==> src/rtl/maxpool_2x2.sv <==
// 2x2 stride-2 max-pooling engine: reads R and CH from a parameter SRAM, pools each
// R x R channel plane of the conv-output SRAM and writes the pooled words contiguously.
module maxpool_2x2 (
  input  logic        clk,
  input  logic        rst,
  input  logic        start,
  output logic        finish,
  output logic        param_cs,
  output logic [31:0] param_addr,
  input  logic [31:0] param_rdata,
  output logic        in_cs,
  output logic [31:0] in_addr,
  input  logic [31:0] in_rdata,
  output logic        out_cs,
  output logic        out_web,
  output logic [31:0] out_addr,
  output logic [31:0] out_wdata
);

  typedef enum logic [2:0] {IDLE, LD_PARM, RD, WR, FIN} state_t;

  state_t      state_q, state_d;
  logic [2:0]  cnt_q, cnt_d;
  logic [5:0]  num_row_q, num_row_d;
  logic [8:0]  num_ch_q, num_ch_d;
  logic [4:0]  q_q, q_d;
  logic [4:0]  r_q, r_d;
  logic [8:0]  c_q, c_d;
  logic [31:0] chan_base_q, chan_base_d;
  logic [31:0] row_base_q, row_base_d;
  logic [31:0] out_idx_q, out_idx_d;
  logic [7:0]  max_q, max_d;

  logic [4:0]  pool_dim;
  logic [31:0] row_words;
  logic [31:0] plane_words;
  logic [31:0] pix_base;
  logic [7:0]  px;
  logic        last_q, last_r, last_c;
  logic        unused_bits;

  assign pool_dim    = num_row_q[5:1];
  assign row_words   = {26'd0, num_row_q};
  assign plane_words = row_words * row_words;
  // Top-left corner of the current 2x2 window.
  assign pix_base    = row_base_q + {26'd0, q_q, 1'b0};
  assign px          = in_rdata[7:0];
  assign last_q      = (q_q == pool_dim - 5'd1);
  assign last_r      = (r_q == pool_dim - 5'd1);
  assign last_c      = (c_q == num_ch_q - 9'd1);
  assign unused_bits = ^{in_rdata[31:8], param_rdata[31:9]};

  always_comb begin
    // NOTE: every signal gets a default before the case so no path can infer a latch.
    state_d     = state_q;
    cnt_d       = cnt_q;
    num_row_d   = num_row_q;
    num_ch_d    = num_ch_q;
    q_d         = q_q;
    r_d         = r_q;
    c_d         = c_q;
    chan_base_d = chan_base_q;
    row_base_d  = row_base_q;
    out_idx_d   = out_idx_q;
    max_d       = max_q;
    finish      = 1'b0;
    param_cs    = 1'b0;
    param_addr  = 32'd0;
    in_cs       = 1'b0;
    in_addr     = 32'd0;
    out_cs      = 1'b0;
    out_web     = 1'b1;
    out_addr    = 32'd0;
    out_wdata   = 32'd0;

    case (state_q)
      IDLE: begin
        if (start) begin
          state_d = LD_PARM;
          cnt_d   = 3'd0;
        end
      end

      LD_PARM: begin
        param_cs   = 1'b1;
        param_addr = (cnt_q == 3'd0) ? 32'd0 : 32'd1;
        cnt_d      = cnt_q + 3'd1;
        if (cnt_q == 3'd1) num_row_d = param_rdata[5:0];
        if (cnt_q == 3'd2) begin
          num_ch_d    = param_rdata[8:0];
          cnt_d       = 3'd0;
          q_d         = 5'd0;
          r_d         = 5'd0;
          c_d         = 9'd0;
          chan_base_d = 32'd0;
          row_base_d  = 32'd0;
          out_idx_d   = 32'd0;
          // Degenerate geometry produces no pixels at all.
          if (num_row_q < 6'd2 || param_rdata[8:0] == 9'd0) state_d = FIN;
          else                                                state_d = RD;
        end
      end

      RD: begin
        cnt_d = cnt_q + 3'd1;
        if (cnt_q <= 3'd3) begin
          in_cs = 1'b1;
          case (cnt_q)
            3'd0:    in_addr = pix_base;
            3'd1:    in_addr = pix_base + 32'd1;
            3'd2:    in_addr = pix_base + row_words;
            default: in_addr = pix_base + row_words + 32'd1;
          endcase
        end
        // Data lags its address by one cycle; the first sample seeds the max.
        if (cnt_q == 3'd1)                     max_d = px;
        else if (cnt_q != 3'd0 && px > max_q)  max_d = px;
        if (cnt_q == 3'd4) begin
          cnt_d   = 3'd0;
          state_d = WR;
        end
      end

      WR: begin
        out_cs    = 1'b1;
        out_web   = 1'b0;
        out_addr  = out_idx_q;
        out_wdata = {24'h0, max_q};
        out_idx_d = out_idx_q + 32'd1;
        if (last_q) begin
          q_d = 5'd0;
          if (last_r) begin
            r_d         = 5'd0;
            c_d         = c_q + 9'd1;
            chan_base_d = chan_base_q + plane_words;
            row_base_d  = chan_base_q + plane_words;
          end else begin
            r_d        = r_q + 5'd1;
            row_base_d = row_base_q + {row_words[30:0], 1'b0};
          end
        end else begin
          q_d = q_q + 5'd1;
        end
        state_d = (last_q && last_r && last_c) ? FIN : RD;
      end

      FIN: begin
        finish  = 1'b1;
        state_d = IDLE;
      end

      default: state_d = IDLE;
    endcase
  end

  // NOTE: non-blocking assignments so every register updates from pre-edge values.
  always_ff @(posedge clk or negedge rst) begin
    if (!rst) begin
      state_q     <= IDLE;
      cnt_q       <= 3'd0;
      num_row_q   <= 6'd0;
      num_ch_q    <= 9'd0;
      q_q         <= 5'd0;
      r_q         <= 5'd0;
      c_q         <= 9'd0;
      chan_base_q <= 32'd0;
      row_base_q  <= 32'd0;
      out_idx_q   <= 32'd0;
      max_q       <= 8'd0;
    end else begin
      state_q     <= state_d;
      cnt_q       <= cnt_d;
      num_row_q   <= num_row_d;
      num_ch_q    <= num_ch_d;
      q_q         <= q_d;
      r_q         <= r_d;
      c_q         <= c_d;
      chan_base_q <= chan_base_d;
      row_base_q  <= row_base_d;
      out_idx_q   <= out_idx_d;
      max_q       <= max_d;
    end
  end

endmodule

==> config.mk <==
export PLATFORM = sky130hd
export DESIGN_NAME = maxpool_2x2
export DESIGN_NICKNAME = d
export VERILOG_FILES = /design/src/rtl/maxpool_2x2.sv
export SDC_FILE = /design/constraint.sdc
export NUM_CORES = 1
export LEC_CHECK = 0
export BUFFER_PORTS_ARGS = -buffer_cell sky130_fd_sc_hd__buf_2
export CORE_ASPECT_RATIO = 1.5
export CORE_MARGIN = 10
export CORE_UTILIZATION = 45
export DETAILED_ROUTE_END_ITERATION = 10
export HOLD_SLACK_MARGIN = 0.05
export PLACE_DENSITY = 0.78
export SKIP_LAST_GASP = 1
export SLEW_MARGIN = 20
export SYNTH_ARGS = -nofsm -noshare
export SYNTH_HDL_FRONTEND = slang
export SYNTH_SLANG_ARGS = --single-unit
==> constraint.sdc <==
create_clock -name clk -period 5.3 [get_ports clk]
set_clock_uncertainty 0.05 [all_clocks]
set_input_delay 0 -clock clk [delete_from_list [all_inputs] [get_ports clk]]
set_output_delay 0 -clock clk [all_outputs]
set_load 0.05 [all_outputs]
# After elaboration in Yosys (flattened, before gate mapping)
# Index checks and enable logic that the tools add are counted.
[word_totals]
ff_bits = 144
out_inout_bits = 133
inputBits = 67
elab_cells = 105
[op_classes]
add_sub_neg = 13
n_eq_ne = 15
order_cmp = 3
mul = 1
reduce_logical = 19
muxes = 43
[ops]
columns = ["operator", "count"]
rows = [
  ["$mux 32", 8],
  ["$pmux 32 s2", 3],
  ["$add 32x1->32 const B", 3],
  ["$pmux 32 s3", 1],
  ["$add 32x6->32", 2],
  ["$add 32x12->32", 1],
  ["$add 32x7->32", 1],
  ["$mux 9", 3],
  ["$mux 3", 8],
  ["$mux 8", 3],
  ["$mux 5", 4],
  ["$pmux 5 s2", 2],
  ["$pmux 9 s2", 1],
  ["$mul 6x6->12", 1],
  ["$pmux 3 s4", 1],
  ["$add 5x1->5 const B", 2],
  ["$eq 5x5->1", 2],
  ["$ne 2x2->1 const B", 5],
  ["$reduce_and 2->1", 5],
  ["$add 9x1->9 const B", 1],
  ["$eq 3x2->1 const B", 3],
  ["$eq 9x9->1", 1],
  ["$logic_not 9->1", 1],
  ["$pmux 3 s3", 1],
  ["other kinds (16)", 31],
]

# Longest topological paths before layout
[logic_depth]
word_depth = 6
mapped_depth = 23
ltp_nobuf = 22

# Least setup slack after synthesis
# Ideal clock, no wire load.
[synth_timing]
kind = "reg-to-output"
startpoint = "register q_q[0]"
endpoint = "output port in_addr[24]"
t_arrival_ps = 6029
setup_slack_ps = -779
n_path_buf = 0
stages_incl_launch_ff = 20
required_ps = 5250
cell_sequence = "dfrtp_1 ha_1 inv_1 fa_1 and2b_4 o31ai_1 xnor2_1 ha_1 nor2_1 nor2_1 o41ai_2 a2111oi_4 nand2_1 nor4_1 xnor2_1 nand3b_2 o31ai_1 mux2i_1 nor2_1 a2111oi_1"
[synth_between]
elab_chain_cells = 6
word_cells_on_any_way = 7
cone_classes = "4 x add/sub; 3 x mux"
[synth_rtl]
columns = ["item", "line_no", "text"]
rows = [
  ["start, declared", "26", "logic [4:0] q_q, q_d;"],
  ["start signal, assigned", "175", "q_q <= q_d;"],
  ["$add 32x6->32 (*)", "46", "assign pix_base = row_base_q + {26'd0, q_q, 1'b0};"],
  ["$add 32x6->32", "111, 112", ""],
  ["$add 32x1->32", "112", "default: in_addr = pix_base + row_words + 32'd1;"],
  ["$pmux 32 s3 (*)", "108", "case (cnt_q)"],
  ["$mux 32 (*)", "106", "if (cnt_q <= 3'd3) begin"],
  ["$mux 32 (*)", "76", "case (state_q)"],
  ["end, declared", "12", "output logic [31:0] in_addr,"],
]
# Every way passes the cells marked *; elsewhere a longest branch is shown, timed or not.

# Final worst setup path
[layout_timing]
startpoint = "register row_base_q[1]"
endpoint = "output port in_addr[31]"
[layout_between]
elab_chain_cells = 6
word_cells_on_any_way = 7
cone_classes = "4 x add/sub; 3 x mux"
[layout_rtl]
columns = ["item", "line_no", "text"]
rows = [
  ["start, declared", "30", "logic [31:0] row_base_q, row_base_d;"],
  ["start signal, assigned", "179", "row_base_q <= row_base_d;"],
  ["$add 32x6->32 (*)", "46", ""],
  ["$add 32x6->32", "111, 112", ""],
  ["$add 32x1->32", "112", ""],
  ["$pmux 32 s3 (*)", "108", ""],
  ["$mux 32 (*)", "106", ""],
  ["$mux 32 (*)", "76", ""],
]
# Marked as above.

==> metrics.txt <==
Synth area leader=dfrtp_1; GRT Overall Usage=20.1%; Hold Slack=0.120 ns; CP endpoint kind=output pin; Core ar.=just under 0.03 mm²; Post-Route WL=39.5 mm; logic gate share of total power=between 40% and 50%; initial drt markers=around 980; CP Data Required Time=5.25 ns; Warnings, synthesis=0; final core occ=53.0%; Synth area leaders=dfrtp_1 27%, nand2_1 6.4%, ha_1 5.5%; Sw Ratio=a little over two fifths; met3 usage=3.30%; final worst setup slack=0.0448 ns; Hold Vio Cnt, Final=0; Root Buffer=clkbuf_16; Reg2Reg Setup Slack=0.26 ns; Max-Cap Viols=0; share of post-route cells with drive strength above 1=17.1%; Setup Slack @ Placement=between 0.05 and 0.06 ns; post-route insts no fill=2250; met1 usage=21.6%; worst skew pair latency=0.46 ns; DP Wirelength=29.0 mm; CP dominant cell by count=buf_4; clk sink count=144; Die X=161 µm; fin area=approximately 0.016 mm²; measured slew at the worst slew-check pin=roughly 1.1 ns; switching power=between 1.5 and 2 mW; Peak VDD IR=around 0.27 mV; FF-to-FF path depth=19; Placed Cells=between 2000 and 2500; met2 Use GR=37.2%; global-route wire length before repair=63.3 mm; Bufs on Longest Clock Path=2; LEAKAGE=6.97 nW; cell at the slowest stage of the critical path=fa_2; CTS tree=built; Die Ht=232 µm; Clk pwr share=27.4%; final antenna diode count=0; Total Power=4.44 mW; Pre-Repair DR Iteration Count=6; CP Class=reg -> out; DR vias/cell=around 5.8; number of synthesized register bits=roughly 140; busiest grt layer=met2; Tmin final=5.26 ns; post-synthesis sequential area ratio=26.7%; Crit path arrival time=5.21 ns; clk slew on worst S/H paths=0.08 ns; antenna-violating nets left=0; worst hold path class=in -> async; initial antenna violation count=0; synthesized instance count=1716; asr flop ratio synth=between 90% and 100%; Slew Limit Fails=0; RSZ-0062 raised after global routing=true; row cnt=77; post-synth top area share=26.7%; Cell Area, Placed=0.0143 mm²; commonest register cell after synthesis=dfrtp_1; post-synth cell types=98; power per cell area=between 200 and 300 mW/mm²; CP Capture Point=in_addr[31]; most common cell in the netlist=nand2_1; GP Congestion=0.935; status=finished clean; fmax=0.190 GHz; number of nets in the layout=1986; gr ovfl total=0; largest net degree at the start of global routing=91; Routed WL per cell=about 18 µm; crit-path cells=ha_4, inv_1, fa_2, inv_1, ha_1, o21ai_1, nor2_2, o41a_1, buf_4, buf_4, buf_4, nor4_1, o31ai_1, nor3_1, buf_4, nand3b_4, nor4_4, buf_4, nand4b_1, o311a_1, buf_6; fin crit share=roughly 99%; # DRC=0; Area Overhead vs Synth=16.0%; Seq pwr share=27.1%; synthesized area per cell=7.87 µm²; vias in the first global route=12814; Worst Setup SP=row_base_q[1]; die area=0.0375 mm²; Mapped Area=0.0135 mm²; IO Count=200; input/output buffers=97; CTS buffer count=17; setup violators final=0; worst-path fanout max=5; crit start category=register; Reg-to-Reg Start=num_row_q[0]; htree depth=4; reg2reg end=row_base_q[15]; Initial Utilization=45.6%; synth cell count leaders=232 x nand2_1, 144 x dfrtp_1, 137 x nor2_1, 133 x o21ai_0, 84 x xnor2_1; Post-synth EDFFs=0; Largest stage delay, worst path=0.56 ns; setup TNS=0 ns; vias=approximately 13000; Max transition margin=between 20% and 30%; Pint=between 2 and 3 mW
-- state kept, by name (all words and copies together) (netlist names), 5 cells and up --
| name | flops |
|---|---|
| num_row_q | 6 |
| q_q | 5 |
| row_base_q | 32 |
| num_ch_q | 9 |
| max_q | 8 |
| chan_base_q | 32 |
| r_q | 5 |
| c_q | 9 |
| out_idx_q | 32 |
-- power by group through the flow --
stage / Combinational (mW) / Clock [mW] / Sequential (mW)
after floorplan: 1.36 / 0 / 1.20
after global placement: 1.64 / 0 / 1.22
after detailed placement: 1.69 / 0 / 1.22
after CTS: 1.77 / 1.24 / 1.20
after global routing: 2.19 / 1.28 / 1.21
final: 2.02 / 1.22 / 1.20
-- worst min path at each step --
| stage | from | to |
|---|---|---|
| after global routing | rst | out_idx_q[11] |
| after floorplan | rst | c_q[0] |
| after global placement | rst | out_idx_q[25] |
| final | rst | out_idx_q[11] |
| after CTS | rst | out_idx_q[11] |
| after detailed placement | rst | out_idx_q[31] |
-- cell type report --
cell class	instances	area, µm²
well taps	395	494
clock inverters	15	170
flip-flops and latches	144	3600
multi-input cells	1403	9360
inverters	81	304
repair buffers	195	1310
clock buffers	17	425
fillers	2689	13900
-- timing repair --
item	4_1_cts	5_1_grt
setup endpoints to repair	14	34
gates resized for setup	20	56
hold buffers	19	0
setup buffers	11	23
cloned	0	0
pin swaps	11	32
endpoints found under the hold margin	114	0
-- per-layer routing --
layer	part of all wire, %	up-vias	wire length, µm
met5	0	-	0
met4	3.8	0	1520
met3	5.2	123	2080
met2	52	490	20700
met1	39	6309	15300
li1	-	6202	-
-- cells by family (layout without fill, tap and decap cells) --
| kind of cell | Yosys count | count (layout) | share of synthesized area [%] |
|---|---|---|---|
| buffers and inverters | 223 | 308 | 8.12 |
| other | 1 | 55 | 0.0278 |
| xor gates and xnor gates | 142 | 142 | 9.38 |
| adders and majority gates | 78 | 78 | 8.21 |
| AOI/OAI and AO/OA | 399 | 399 | 19.6 |
| DFF | 144 | 144 | 26.7 |
| and+or+nand+nor | 701 | 701 | 25.7 |
| muxes | 28 | 28 | 2.20 |
-- placed cells by master (no fill, tap or decap), types with 54 or more instances in the layout --
cell type | synthesis | routed
xnor2_1 | 84 | 79
nand2_1 | 232 | 230
and2_1 | 54 | 54
buf_2 | 9 | 90
dfrtp_1 | 144 | 143
nor2_1 | 137 | 132
nand3_1 | 81 | 80
o21ai_0 | 133 | 130
conb_1 | 1 | 55
a21oi_1 | 75 | 70
inv_1 | 81 | 81
buf_4 | 58 | 80
xor2_1 | 55 | 55
-- worst max-delay path, delay by kind of cell (launching register included) --
kind	cells	cell delay, ns
AND/OR/NAND/NOR	6	1.13
adder cells (fa/ha/maj)	3	1.04
flip-flops	1	0.40
buffers and inverters	8	1.04
AO/OA/AOI/OAI	4	1.14
(Power assumes the default switching activity.)
